<file path="config.mk">
export PLATFORM = sky130hd
export DESIGN_NAME = top_of_book_tx
export DESIGN_NICKNAME = d
export VERILOG_FILES = /design/src/rtl/top_of_book_tx.sv
export SDC_FILE = /design/constraint.sdc
export NUM_CORES = 1
export LEC_CHECK = 0
export BUFFER_PORTS_ARGS = -buffer_cell sky130_fd_sc_hd__buf_4
export CORE_ASPECT_RATIO = 1.1
export CORE_MARGIN = 4
export CORE_UTILIZATION = 38
export CTS_BUF_LIST = sky130_fd_sc_hd__clkbuf_4 sky130_fd_sc_hd__clkbuf_8
export CTS_CLUSTER_DIAMETER = 40
export CTS_CLUSTER_SIZE = 24
export DETAILED_ROUTE_END_ITERATION = 16
export PLACE_DENSITY = 0.55
export SETUP_SLACK_MARGIN = 0.1
export SLEW_MARGIN = 25
export SYNTH_ARGS = -nofsm -noshare
export SYNTH_HDL_FRONTEND = slang
export SYNTH_SLANG_ARGS = --single-unit
</file>
<file path="constraint.sdc">
create_clock -name i_clk -period 8.75 [get_ports i_clk]
set_clock_uncertainty 0.05 [all_clocks]
set_input_delay 1.3125 -clock i_clk [delete_from_list [all_inputs] [get_ports i_clk]]
set_output_delay 1.3125 -clock i_clk [all_outputs]
set_load 0.02 [all_outputs]
</file>
<file path="src/rtl/top_of_book_tx.sv">
// Top-of-book transmitter: keeps a best bid/ask table per stock from
// single-sided quote updates and emits a one-cycle snapshot whenever a stock's
// book is two-sided, uncrossed and different from its last emitted pair.
//
// Ports:
//   i_clk, i_reset          clock, synchronous active-high reset
//   i_update_valid          quote update present this cycle
//   i_stock_id              stock the update applies to
//   i_side                  0 = bid, 1 = ask
//   i_clear                 1 = withdraw this side's quote
//   i_price                 new price (unsigned); 0 also withdraws the side
//   o_stock_id              stock of the emitted snapshot
//   o_best_ask, o_best_bid  emitted best ask / best bid
//   o_data_valid            one-cycle snapshot strobe
//   o_book_ready            bit s = stock s has both sides valid
//   o_crossed_count         saturating count of crossed/locked results
module top_of_book_tx #(
    parameter int unsigned DATA_WIDTH = 32,
    parameter int unsigned NUM_STOCKS = 4,
    parameter int unsigned CNT_WIDTH  = 16,
    localparam int unsigned ID_W      = (NUM_STOCKS > 1) ? $clog2(NUM_STOCKS) : 1
) (
    input  logic                  i_clk,
    input  logic                  i_reset,
    input  logic                  i_update_valid,
    input  logic [ID_W-1:0]       i_stock_id,
    input  logic                  i_side,
    input  logic                  i_clear,
    input  logic [DATA_WIDTH-1:0] i_price,
    output logic [ID_W-1:0]       o_stock_id,
    output logic [DATA_WIDTH-1:0] o_best_ask,
    output logic [DATA_WIDTH-1:0] o_best_bid,
    output logic                  o_data_valid,
    output logic [NUM_STOCKS-1:0] o_book_ready,
    output logic [CNT_WIDTH-1:0]  o_crossed_count
);

    // ------------------------------------------------------------------
    // Stage 1 registers
    // ------------------------------------------------------------------
    logic                  r_s1_valid;
    logic [ID_W-1:0]       r_s1_id;
    logic                  r_s1_side;
    logic                  r_s1_clear;
    logic [DATA_WIDTH-1:0] r_s1_price;

    // ------------------------------------------------------------------
    // Per-stock book table and last-emitted pairs
    // ------------------------------------------------------------------
    logic [DATA_WIDTH-1:0] r_bid      [NUM_STOCKS];
    logic [DATA_WIDTH-1:0] r_ask      [NUM_STOCKS];
    logic [DATA_WIDTH-1:0] r_last_bid [NUM_STOCKS];
    logic [DATA_WIDTH-1:0] r_last_ask [NUM_STOCKS];
    logic [NUM_STOCKS-1:0] r_bid_v;
    logic [NUM_STOCKS-1:0] r_ask_v;

    // ------------------------------------------------------------------
    // Output registers
    // ------------------------------------------------------------------
    logic [ID_W-1:0]       r_out_id;
    logic [DATA_WIDTH-1:0] r_out_ask;
    logic [DATA_WIDTH-1:0] r_out_bid;
    logic                  r_data_valid;
    logic [NUM_STOCKS-1:0] r_book_ready;
    logic [CNT_WIDTH-1:0]  r_crossed_cnt;

    // ------------------------------------------------------------------
    // Stage 2 combinational signals
    // ------------------------------------------------------------------
    logic                  w_id_in_range;
    logic [DATA_WIDTH-1:0] w_cur_bid;
    logic [DATA_WIDTH-1:0] w_cur_ask;
    logic                  w_cur_bid_v;
    logic                  w_cur_ask_v;
    logic [DATA_WIDTH-1:0] w_cur_last_bid;
    logic [DATA_WIDTH-1:0] w_cur_last_ask;
    logic [DATA_WIDTH-1:0] w_new_bid;
    logic [DATA_WIDTH-1:0] w_new_ask;
    logic                  w_new_bid_v;
    logic                  w_new_ask_v;
    logic                  w_both;
    logic                  w_crossed;
    logic                  w_changed;
    logic                  w_emit;
    logic [NUM_STOCKS-1:0] w_ready_next;

    // Out-of-range ids only exist when NUM_STOCKS is not a power of two.
    generate
        if (NUM_STOCKS == (1 << ID_W)) begin : g_id_full
            assign w_id_in_range = 1'b1;
        end else begin : g_id_check
            assign w_id_in_range = (32'(i_stock_id) < NUM_STOCKS);
        end
    endgenerate

    // Read the entry addressed by the stage-1 stock id.
    always_comb begin
        w_cur_bid      = '0;
        w_cur_ask      = '0;
        w_cur_bid_v    = 1'b0;
        w_cur_ask_v    = 1'b0;
        w_cur_last_bid = '0;
        w_cur_last_ask = '0;
        for (int unsigned s = 0; s < NUM_STOCKS; s++) begin
            if (r_s1_id == ID_W'(s)) begin
                w_cur_bid      = r_bid[s];
                w_cur_ask      = r_ask[s];
                w_cur_bid_v    = r_bid_v[s];
                w_cur_ask_v    = r_ask_v[s];
                w_cur_last_bid = r_last_bid[s];
                w_cur_last_ask = r_last_ask[s];
            end
        end
    end

    // Apply the update to the selected side; a clear zeroes price and valid.
    always_comb begin
        w_new_bid   = w_cur_bid;
        w_new_ask   = w_cur_ask;
        w_new_bid_v = w_cur_bid_v;
        w_new_ask_v = w_cur_ask_v;
        if (r_s1_side == 1'b0) begin
            w_new_bid   = r_s1_clear ? '0 : r_s1_price;
            w_new_bid_v = ~r_s1_clear;
        end else begin
            w_new_ask   = r_s1_clear ? '0 : r_s1_price;
            w_new_ask_v = ~r_s1_clear;
        end
    end

    // Emit / crossed decision on the post-update entry.
    always_comb begin
        w_both    = w_new_bid_v & w_new_ask_v;
        w_crossed = r_s1_valid & w_both & (w_new_bid >= w_new_ask);
        w_changed = (w_new_ask != w_cur_last_ask) | (w_new_bid != w_cur_last_bid);
        w_emit    = r_s1_valid & w_both & (w_new_bid < w_new_ask) & w_changed;
    end

    // Book-ready view of the table as it will be after this cycle's write.
    always_comb begin
        w_ready_next = r_bid_v & r_ask_v;
        for (int unsigned s = 0; s < NUM_STOCKS; s++) begin
            if (r_s1_valid && (r_s1_id == ID_W'(s))) begin
                w_ready_next[s] = w_both;
            end
        end
    end

    // Pipeline, table and output state.
    always_ff @(posedge i_clk) begin
        if (i_reset) begin
            r_s1_valid    <= 1'b0;
            r_s1_id       <= '0;
            r_s1_side     <= 1'b0;
            r_s1_clear    <= 1'b0;
            r_s1_price    <= '0;
            r_bid_v       <= '0;
            r_ask_v       <= '0;
            for (int unsigned s = 0; s < NUM_STOCKS; s++) begin
                r_bid[s]      <= '0;
                r_ask[s]      <= '0;
                r_last_bid[s] <= '0;
                r_last_ask[s] <= '0;
            end
            r_out_id      <= '0;
            r_out_ask     <= '0;
            r_out_bid     <= '0;
            r_data_valid  <= 1'b0;
            r_book_ready  <= '0;
            r_crossed_cnt <= '0;
        end else begin
            // Stage 1: capture the update; a zero price is folded into a clear.
            r_s1_valid <= i_update_valid & w_id_in_range;
            r_s1_id    <= i_stock_id;
            r_s1_side  <= i_side;
            r_s1_clear <= i_clear | (i_price == '0);
            r_s1_price <= i_price;

            // Stage 2: write back the modified entry.
            if (r_s1_valid) begin
                for (int unsigned s = 0; s < NUM_STOCKS; s++) begin
                    if (r_s1_id == ID_W'(s)) begin
                        r_bid[s]   <= w_new_bid;
                        r_ask[s]   <= w_new_ask;
                        r_bid_v[s] <= w_new_bid_v;
                        r_ask_v[s] <= w_new_ask_v;
                        if (w_emit) begin
                            r_last_bid[s] <= w_new_bid;
                            r_last_ask[s] <= w_new_ask;
                        end
                    end
                end
            end

            // Snapshot outputs hold their value when nothing is emitted.
            r_data_valid <= w_emit;
            if (w_emit) begin
                r_out_id  <= r_s1_id;
                r_out_ask <= w_new_ask;
                r_out_bid <= w_new_bid;
            end

            r_book_ready <= w_ready_next;

            if (w_crossed && (r_crossed_cnt != '1)) begin
                r_crossed_cnt <= r_crossed_cnt + CNT_WIDTH'(1);
            end
        end
    end

    assign o_stock_id      = r_out_id;
    assign o_best_ask      = r_out_ask;
    assign o_best_bid      = r_out_bid;
    assign o_data_valid    = r_data_valid;
    assign o_book_ready    = r_book_ready;
    assign o_crossed_count = r_crossed_cnt;

endmodule

</file>
==> results.toml, run 1 <==
[layout]
drive_above_1_share = 0.253
final_nets = 2275
n_fill_cell = 6612
design_area_um2 = 32700
syn_to_final_growth_pct = 16.1

[clocking]
cts_made_buffers = 104
htree_levels = 3
cts.sinks = 644
cts.clk_slew.worst_paths_ns = 0.07
insertion_delay_ns = 0.73
clock_path_buffers = 3
cts-root-buf = "clkbuf_8"
cts_resized = 0
cts_tree = "built"
cts_hold_buf = 0
cts_setup_buffers = 0

[sta]
slew_violations = 0
fmax_ghz = 0.158
fin_crit_sh = 0.721
worstMarginPinSlew_ns = 1.09
fin_crit_ns = 6.31
setup_tns_ns = 0
rsz0062_at_grt = "no"
setup_viol = 0
maxSlewHeadroom = 0.273
hold_viol_final = 0
whs_ns = 0.425

[yosys]
ys_types = 60
syn_nets = 2148
synth-main-ff-cell = "edfxtp_1"
synth_seq_cells = 644
yosysMostFrequentCell = "nor2_1"
syn_area_um2 = 28100
yosysSeqAreaShare = 0.641
async_reset_ff_frac = 0
synth_top_cell_area_share = 0.547
synth.area.top_cells = "edfxtp_1 (55%), mux4_2 (9.5%), dfxtp_1 (9.4%)"
avgSynthCellArea_um2 = 13.5
synth_edf_count = 512
synth_cells = 2076
yosys_warnings = 0
synth_common_cells = "nor2_1 (545), edfxtp_1 (512), dfxtp_1 (132)"
synth.largest_area_cell = "edfxtp_1"

[setup_path]
worstSetupPathType = "reg -> reg"
cp.required_ns = 9.09
reg2reg_slack_ns = 2.44
r2r_cells = 14
max_stage_delay_ns = 0.90
start_kind = "flip-flop"
critPathCaptureType = "flip-flop"
r2r-end = "r_last_bid[3][0]$_SDFFCE_PN0P_"
path_cells = "nand2b_1 > o22ai_1 > nor2_1 > inv_1 > ha_1 > a21o_1 > a21o_1 > a21oi_1 > o21ai_0 > a21oi_1 > o2111ai_2 > inv_1 > a31o_4 > buf_4"
critPathSlowestCell = "dfxtp_4"
critPathArrivalTime_ns = 6.65
cp-startpoint = "r_s1_id[1]$_SDFF_PP0_"
cp_max_fo = 45
timing.rr.start = "r_s1_id[1]$_SDFF_PP0_"

[routing]
drc = 0
wl_per_cell_um = 25.6
vias = 17900
routed_wl_um = 83200
drtAntennaViolNets = 0
vias_per_cell = 5.51
first_pass_iters = 5
drt_iter0_markers = 1391

[pwr]
ir_drop_v = 0.000106
power_density_nw_per_um2 = 223
total_power_mw = 7.27
power_leakage_nw = 12.0

[placement]
io_buffers = 125
place_congestion = 0.801
placed_area_um2 = 30000
dp_hpwl_um = 50600

[worst_hold_path]
hold_class = "reg -> reg"
min_from = "o_best_ask[14]$_SDFFE_PP0N_"
whs_path_depth = 1
holdPathEnd = "o_best_ask[14]$_SDFFE_PP0N_"

[die]
start_util = 0.384
pin_count = 126
die_x_um = 267
die_area_um2 = 78400
rows = 104
coreArea_um2 = 73300
fp.dieH_um = 293

[grt]
grt_pass1_wl_um = 123000
antenna_found_initial = 4
grt_max_degree = 80
grtUsageTotal = 0.211
grt_pass1_vias = 19100
grt-ovfl-total = 0

[status]
run_status = "finished, final reports clean"

[flow_run]
drv_cap = 0
[metal layers]
layer  part of all wire  GRT usage  vias to the layer above
li1                   -          -                     7835
met5            0.00038          0                        -
met3              0.067     0.0406                      137
met1               0.41      0.270                     9207
met4              0.032     0.0768                        4
met2               0.49      0.358                      720
[state kept, by name, indices dropped and copies added, names as in the netlist]
| register | flops |
|---|---|
| r_ask | 128 |
| r_bid | 128 |
| r_last_ask | 128 |
| r_last_bid | 128 |
| o_best_ask | 32 |
| o_best_bid | 32 |
| r_s1_price | 32 |
| o_crossed_count | 16 |
| o_book_ready | 4 |
| r_ask_v | 4 |
| r_bid_v | 4 |
| o_stock_id | 2 |
| r_s1_id | 2 |
| o_data_valid | 1 |
| r_s1_clear | 1 |
| r_s1_side | 1 |
| r_s1_valid | 1 |
[worst max-delay path by stage]
stage | cells past startpoint | end | slack (ns)
after global placement | 11 | o_best_bid[1]$_SDFFE_PP0N_ | 2.20
after CTS | 11 | o_best_bid[10]$_SDFFE_PP0N_ | 2.46
after detailed placement | 11 | o_best_bid[5]$_SDFFE_PP0N_ | 2.44
after floorplan | 17 | r_last_ask[0][0]$_SDFFCE_PN0P_ | 3.28
after global routing | 11 | r_last_bid[3][10]$_SDFFCE_PN0P_ | 1.99
final | 14 | r_last_bid[3][0]$_SDFFCE_PN0P_ | 2.44
[logic make-up after synthesis]
kind of cell             share of synthesized area
AO/OA/AOI/OAI                               0.0559
XOR/XNOR                                    0.0221
adder cells (fa/ha/maj)                     0.0147
buffers and inverters                       0.0357
flip-flops                                   0.641
multiplexers                                 0.112
AND/OR/NAND/NOR                              0.119
[where the power goes]
group          total, mW  internal [mW]  leakage (nW)  switching (mW)
registers           3.46           3.40          6.39          0.0578
clock network       3.19           1.74          1.28            1.44
logic              0.621          0.217          4.31           0.403
[per-stage QoR]
stage	util	instances	setup WS, ns
2_1_floorplan	-	2076	3.28
3_3_place_gp	0.409	3047	2.20
3_5_place_dp	0.410	3050	2.44
4_1_cts	0.445	3248	2.46
5_1_grt	0.446	3250	1.99
6_report	0.446	3250	2.44
[critical path: cells and delay by family, from the launching register on]
kind / cells / cell delay [ns]
AO/OA/AOI/OAI: 8 / 2.51
AND/OR/NAND/NOR: 2 / 1.17
buffers and inverters: 3 / 0.98
flip-flops: 1 / 0.90
adder cells (fa/ha/maj): 1 / 0.27
[final cells by class]
type                       count  area, um^2  share of cell area
clock buffer                 117        1580              0.0484
antenna                        1        2.50           0.0000766
inverter                      44         173             0.00529
timing repair buffer         186        1470              0.0451
sequential                   644       18000               0.552
multi-input combinational   1223        9200               0.282
tap                          954        1190              0.0366
clock inverter                81        1000              0.0307
[cell usage in the layout (no fill, tap or decap), types with 24 or more instances in the layout]
cell	n
mux4_2	119
a21oi_1	36
a21oi_2	25
nand4_1	24
o2bb2ai_1	29
xor2_1	47
a22o_1	35
nor2b_1	52
inv_1	37
buf_4	178
edfxtp_1	512
ha_1	33
clkbuf_8	112
nor2_1	545
mux2i_1	32
dfxtp_1	128
xnor2_1	24
(Power assumes the default switching activity.)
==> run 2: changes to the inputs <==
- clock period: 8.75 -> 6.4 ns (I/O delays scaled with it)
==> run 2 against run 1 <==
Against the previous run: setup slack worse by 1.5 ns; count of clock-buffer cells in the layout is 15 lower; sequential share of layout area hardly changed; hold slack worse by 0.0050 ns; fmax is 16% higher; critical endpoint is now r_last_ask[3][30]$_SDFFCE_PN0P_; register-to-register slack worse by 1.5 ns; critical path depth is 1 lower; critical path type unchanged; die area stayed put; sequential cell count stayed put; utilization hardly changed; routed wire length is 0.75% higher; largest cell class unchanged.
==> results.toml, run 2 (synthesized netlist as in run 1, its figures left out) <==
[placement]
io_buffers = 125
place_congestion = 0.825
dp_hpwl_um = 51900

[grt]
antenna_found_initial = 2
grt_pass1_vias = 18600
grt_util_met2 = 0.353
grt_max_degree = 80
met1_usage = 0.281
grt_pass1_wl_um = 123000
grtUsageTotal = 0.212
grt-ovfl-total = 0
busiest_layer = "met2"
met3_usage = 0.0428

[status]
run_status = "finished, final reports clean"

[clocking]
cts.sinks = 644
cts_resized = 0
cts_tree = "built"
cts_made_buffers = 97
clock_path_buffers = 3
cts_hold_buf = 0
htree_levels = 3
cts.clk_slew.worst_paths_ns = 0.08
insertion_delay_ns = 0.72
cts-root-buf = "clkbuf_8"
cts_setup_buffers = 0

[pwr]
power_density_nw_per_um2 = 291
power_leakage_nw = 12.0
total_power_mw = 9.49
ir_drop_v = 0.000177

[setup_path]
max_stage_delay_ns = 0.76
start_kind = "flip-flop"
cp.required_ns = 6.76
worstSetupPathType = "reg -> reg"
critPathCaptureType = "flip-flop"
r2r-end = "r_last_ask[3][30]$_SDFFCE_PN0P_"
path_cells = "buf_12 > buf_4 > mux4_2 > a21oi_1 > buf_4 > xor2_1 > nand4_1 > nor3_1 > nand4_1 > o2111ai_2 > inv_1 > a31o_4 > buf_16"
cp_max_fo = 36
r2r_cells = 13
reg2reg_slack_ns = 0.95
timing.rr.start = "r_s1_id[0]$_SDFF_PP0_"
critPathArrivalTime_ns = 5.81
critPathSlowestCell = "a21oi_1"

[worst_hold_path]
hold_class = "in -> reg"
holdPathEnd = "r_s1_valid$_SDFF_PP0_"
whs_path_depth = 2
min_from = "i_update_valid"

[routing]
vias_per_cell = 5.49
first_pass_iters = 4
drt_iter0_markers = 1461
drc = 0
routed_wl_um = 83800
wl_per_cell_um = 25.6
drtAntennaViolNets = 0
vias = 18000

[sta]
slew_violations = 0
worstMarginPinSlew_ns = 1.10
fin_crit_sh = 0.851
rsz0062_at_grt = "no"
fin_crit_ns = 5.45
fmax_ghz = 0.184
setup_tns_ns = 0
whs_ns = 0.420
maxSlewHeadroom = 0.257
hold_viol_final = 0
setup_viol = 0

[die]
fp.dieH_um = 293
rows = 104
die_area_um2 = 78400
coreArea_um2 = 73300
die_x_um = 267
pin_count = 126
start_util = 0.384

[layout]
syn_to_final_growth_pct = 16.1
final_nets = 2302
postLayoutCoreUtil = 0.446
final_common_cell = "nor2_1"
drive_above_1_share = 0.254
final_cell_mix = "nor2_1 (545), edfxtp_1 (512), buf_4 (208)"

[flow_run]
drv_cap = 0
-- run 2: changes by cell type in the layout (fill, tap and decap cells not counted), moves of 3 or more --
cell | before | now
clkbuf_4 | 6 | 2
a21oi_2 | 25 | 18
buf_4 | 178 | 208
clkinv_8 | 2 | 5
buf_16 | 1 | 4
clkinv_1 | 4 | 7
clkinv_2 | 9 | 12
a21oi_1 | 36 | 43
clkinv_4 | 9 | 14
clkbuf_8 | 112 | 100
inv_4 | 6 | 2
bufinv_16 | 15 | 8
buf_12 | 4 | 8
-- run 2: stage by stage --
| stage | instance area (um^2) | std cells | setup slack [ns] |
|---|---|---|---|
| floorplan | 28100 | 2076 | 0.934 |
| global placement | 30300 | 3081 | 0.938 |
| detailed placement | 30300 | 3083 | 1.00 |
| CTS | 32600 | 3267 | 0.954 |
| global route | 32600 | 3271 | 0.741 |
| finish | 32600 | 3271 | 0.951 |
-- run 2: power breakdown --
group          switching [mW]  internal (mW)  leakage (nW)
logic                   0.584          0.320          4.50
clock network            1.93           1.93          1.11
registers              0.0622           4.65          6.39
total                    2.58           6.91          12.0
-- run 2: worst max path at each step --
stage	endpoint	slack [ns]	depth (start not counted)	from
finish	r_last_ask[3][30]$_SDFFCE_PN0P_	0.95	13	r_s1_id[0]$_SDFF_PP0_
detailed placement	r_last_ask[3][24]$_SDFFCE_PN0P_	1.00	13	r_s1_id[0]$_SDFF_PP0_
floorplan	r_last_ask[0][0]$_SDFFCE_PN0P_	0.93	17	r_s1_id[0]$_SDFF_PP0_
global route	r_last_ask[3][29]$_SDFFCE_PN0P_	0.74	13	r_s1_id[0]$_SDFF_PP0_
global placement	r_last_ask[3][24]$_SDFFCE_PN0P_	0.94	15	r_s1_id[1]$_SDFF_PP0_
CTS	r_last_ask[3][29]$_SDFFCE_PN0P_	0.95	13	r_s1_id[0]$_SDFF_PP0_
-- run 2: cell type report --
class                      count  area [um^2]
antenna                        2         5.00
clock buffer                 102         1390
clock inverter                82          865
fill                        6618        40600
inverter                      44          173
multi-input combinational   1223         9160
sequential                   644        18000
tap                          954         1190
timing repair buffer         220         1830
-- run 2: worst max-delay path, delay by kind of cell (launching register included) --
kind | cells | cell delay [ns]
AO/OA/AOI/OAI | 3 | 1.59
XOR/XNOR | 1 | 0.18
buffers and inverters | 5 | 1.23
flip-flops | 1 | 0.50
multiplexers | 1 | 0.52
AND/OR/NAND/NOR | 3 | 1.01
-- run 2: layer usage --
layer	share of wire	vias to the layer above
li1	-	7901
met1	0.42	9243
met2	0.48	658
met3	0.068	150
met4	0.030	0
met5	0	-
==> run 3: changes to the inputs <==
- RECOVER_POWER: default -> 25
==> run 3 against run 2 <==
Against the previous run: die area stayed put; count of clock-buffer cells in the layout stayed put; utilization is 0.50 points lower; clock power hardly changed; sequential share of layout area is 0.62 points higher; the flow now finishes with violations (capacitance limit, slew limit); largest cell class unchanged; hold slack worse by 0.0036 ns; critical path depth is 3 higher; highest routed layer unchanged; register-to-register slack better by 0.03 ns; combinational power is 0.4% lower.
==> results.toml, run 3 (synthesized netlist as in run 1, its figures left out) <==
[die]
coreArea_um2 = 73300
rows = 104
pin_count = 126
fp.dieH_um = 293
start_util = 0.384
die_area_um2 = 78400
die_x_um = 267

[layout]
final_common_cell = "nor2_1"
design_area_um2 = 32300
n_fill_cell = 6717
syn_to_final_growth_pct = 14.8
final_cell_mix = "nor2_1 (545), edfxtp_1 (512), dfxtp_1 (128)"
instances_no_fill = 3272
final_nets = 2302
drive_above_1_share = 0.212

[setup_path]
path_cells = "buf_12 > clkbuf_1 > clkbuf_1 > mux2i_1 > o22ai_1 > a21oi_2 > inv_1 > ha_1 > a21o_1 > a21oi_1 > a21oi_1 > o21ai_0 > o2111ai_2 > inv_1 > a31o_4 > buf_16"
critPathSlowestCell = "a31o_4"
worstSetupPathType = "reg -> reg"
cp.required_ns = 6.72
start_kind = "flip-flop"
critPathArrivalTime_ns = 5.74
cp_max_fo = 36
r2r_cells = 16
critPathCaptureType = "flip-flop"
max_stage_delay_ns = 0.61

[pwr]
power_density_nw_per_um2 = 294
ir_drop_v = 0.000176
switching_share = 0.272
power_leakage_nw = 11.6
clkPwrFrac = 0.408
internal-power_mw = 6.90
p_seq_frac = 0.497
p_sw_mw = 2.58
p_comb_frac = 0.095

[clocking]
cts.clk_slew.worst_paths_ns = 0.08
insertion_delay_ns = 0.72
clock_path_buffers = 3
cts_setup_buffers = 0
cts_made_buffers = 97
cts_resized = 0
htree_levels = 3
cts.sinks = 644
cts_tree = "built"
cts-root-buf = "clkbuf_8"
cts_hold_buf = 0

[placement]
dp_hpwl_um = 51900
placed_area_um2 = 30300
dp.cells = 3083
io_buffers = 125
place_congestion = 0.825

[sta]
fmax_ghz = 0.185
fin_crit_ns = 5.41
hold_viol_final = 0
fin_crit_sh = 0.846
slew_violations = 201
maxSlewHeadroom = -0.747
worstMarginPinSlew_ns = 2.62
rsz0062_at_grt = "no"
setup_viol = 0
setup_tns_ns = 0

[grt]
grtUsageTotal = 0.212
grt_max_degree = 80
grt_pass1_vias = 18600
antenna_found_initial = 2
grt-ovfl-total = 0
grt_pass1_wl_um = 123000

[routing]
drtAntennaViolNets = 0
drc = 0
vias = 17900
first_pass_iters = 5
vias_per_cell = 5.46
wl_per_cell_um = 25.6
routed_wl_um = 83800
drt_iter0_markers = 1522

[flow_run]
drv_cap = 6

[worst_hold_path]
hold_class = "reg -> reg"
whs_path_depth = 1

[status]
run_status = "complete, but fails checks"
violations = "capacitance limit, slew limit"
## run 3: cell count changes in the layout (fill, tap and decap cells not counted), moves of 3 or more
| cell | before | now |
|---|---|---|
| clkinvlp_2 | 0 | 3 |
| clkinv_2 | 12 | 9 |
| nand2_1 | 20 | 23 |
| nand2_2 | 3 | 0 |
| buf_4 | 208 | 116 |
| clkbuf_1 | 0 | 92 |
## run 3: power groups by stage
stage	clock, mW	sequential, mW	combinational (mW)
3_5_place_dp	0	4.81	0.904
6_report	3.86	4.72	0.901
5_1_grt	4.13	4.73	0.962
3_3_place_gp	0	4.80	0.897
2_1_floorplan	0	4.78	0.552
4_1_cts	3.93	4.72	0.908
## run 3: worst paths after layout
check / to / from / slack (ns)
min: o_best_ask[25]$_SDFFE_PP0N_ / o_best_ask[25]$_SDFFE_PP0N_ / 0.42
max reg2reg: r_last_ask[3][29]$_SDFFCE_PN0P_ / r_s1_id[0]$_SDFF_PP0_ / 0.99
max: r_last_ask[3][29]$_SDFFCE_PN0P_ / r_s1_id[0]$_SDFF_PP0_ / 0.99
min reg2reg: o_best_ask[25]$_SDFFE_PP0N_ / o_best_ask[25]$_SDFFE_PP0N_ / 0.42
## run 3: cell type report
type | instances | area (um^2) | area share
Inverter | 44 | 173 | 0.00535
Multi-Input combinational cell | 1223 | 9140 | 0.283
Clock buffer | 102 | 1390 | 0.0431
Antenna cell | 3 | 7.51 | 0.000233
Sequential cell | 644 | 18000 | 0.558
Tap cell | 954 | 1190 | 0.0370
Clock inverter | 82 | 865 | 0.0268
Timing Repair Buffer | 220 | 1490 | 0.0460
## run 3: per-stage QoR
| stage | utilization | total power, mW | setup WS, ns | hold slack [ns] |
|---|---|---|---|---|
| 6_report | 0.441 | 9.48 | 0.985 | 0.416 |
| 5_1_grt | 0.441 | 9.82 | 0.537 | 0.385 |
| 4_1_cts | 0.445 | 9.56 | 0.954 | 0.357 |
| 3_5_place_dp | 0.414 | 5.71 | 1.00 | 0.398 |
| 3_3_place_gp | 0.413 | 5.70 | 0.938 | 0.399 |
| 2_1_floorplan | - | 5.33 | 0.934 | 0.383 |
## run 3: layer usage
layer / track usage / vias to the layer above / part of all wire
met4: 0.0698 / 0 / 0.028
met1: 0.281 / 9183 / 0.42
met3: 0.0428 / 143 / 0.070
li1: - / 7900 / -
met5: 0 / - / 0
met2: 0.353 / 643 / 0.48
## run 3: worst max-delay path: cells and delay by family, from the launching register on
family | cells | cell delay (ns)
AOI/OAI and AO/OA | 8 | 2.04
adders and majority gates | 1 | 0.31
buffers and inverters | 6 | 1.90
DFF | 1 | 0.49
muxes | 1 | 0.23
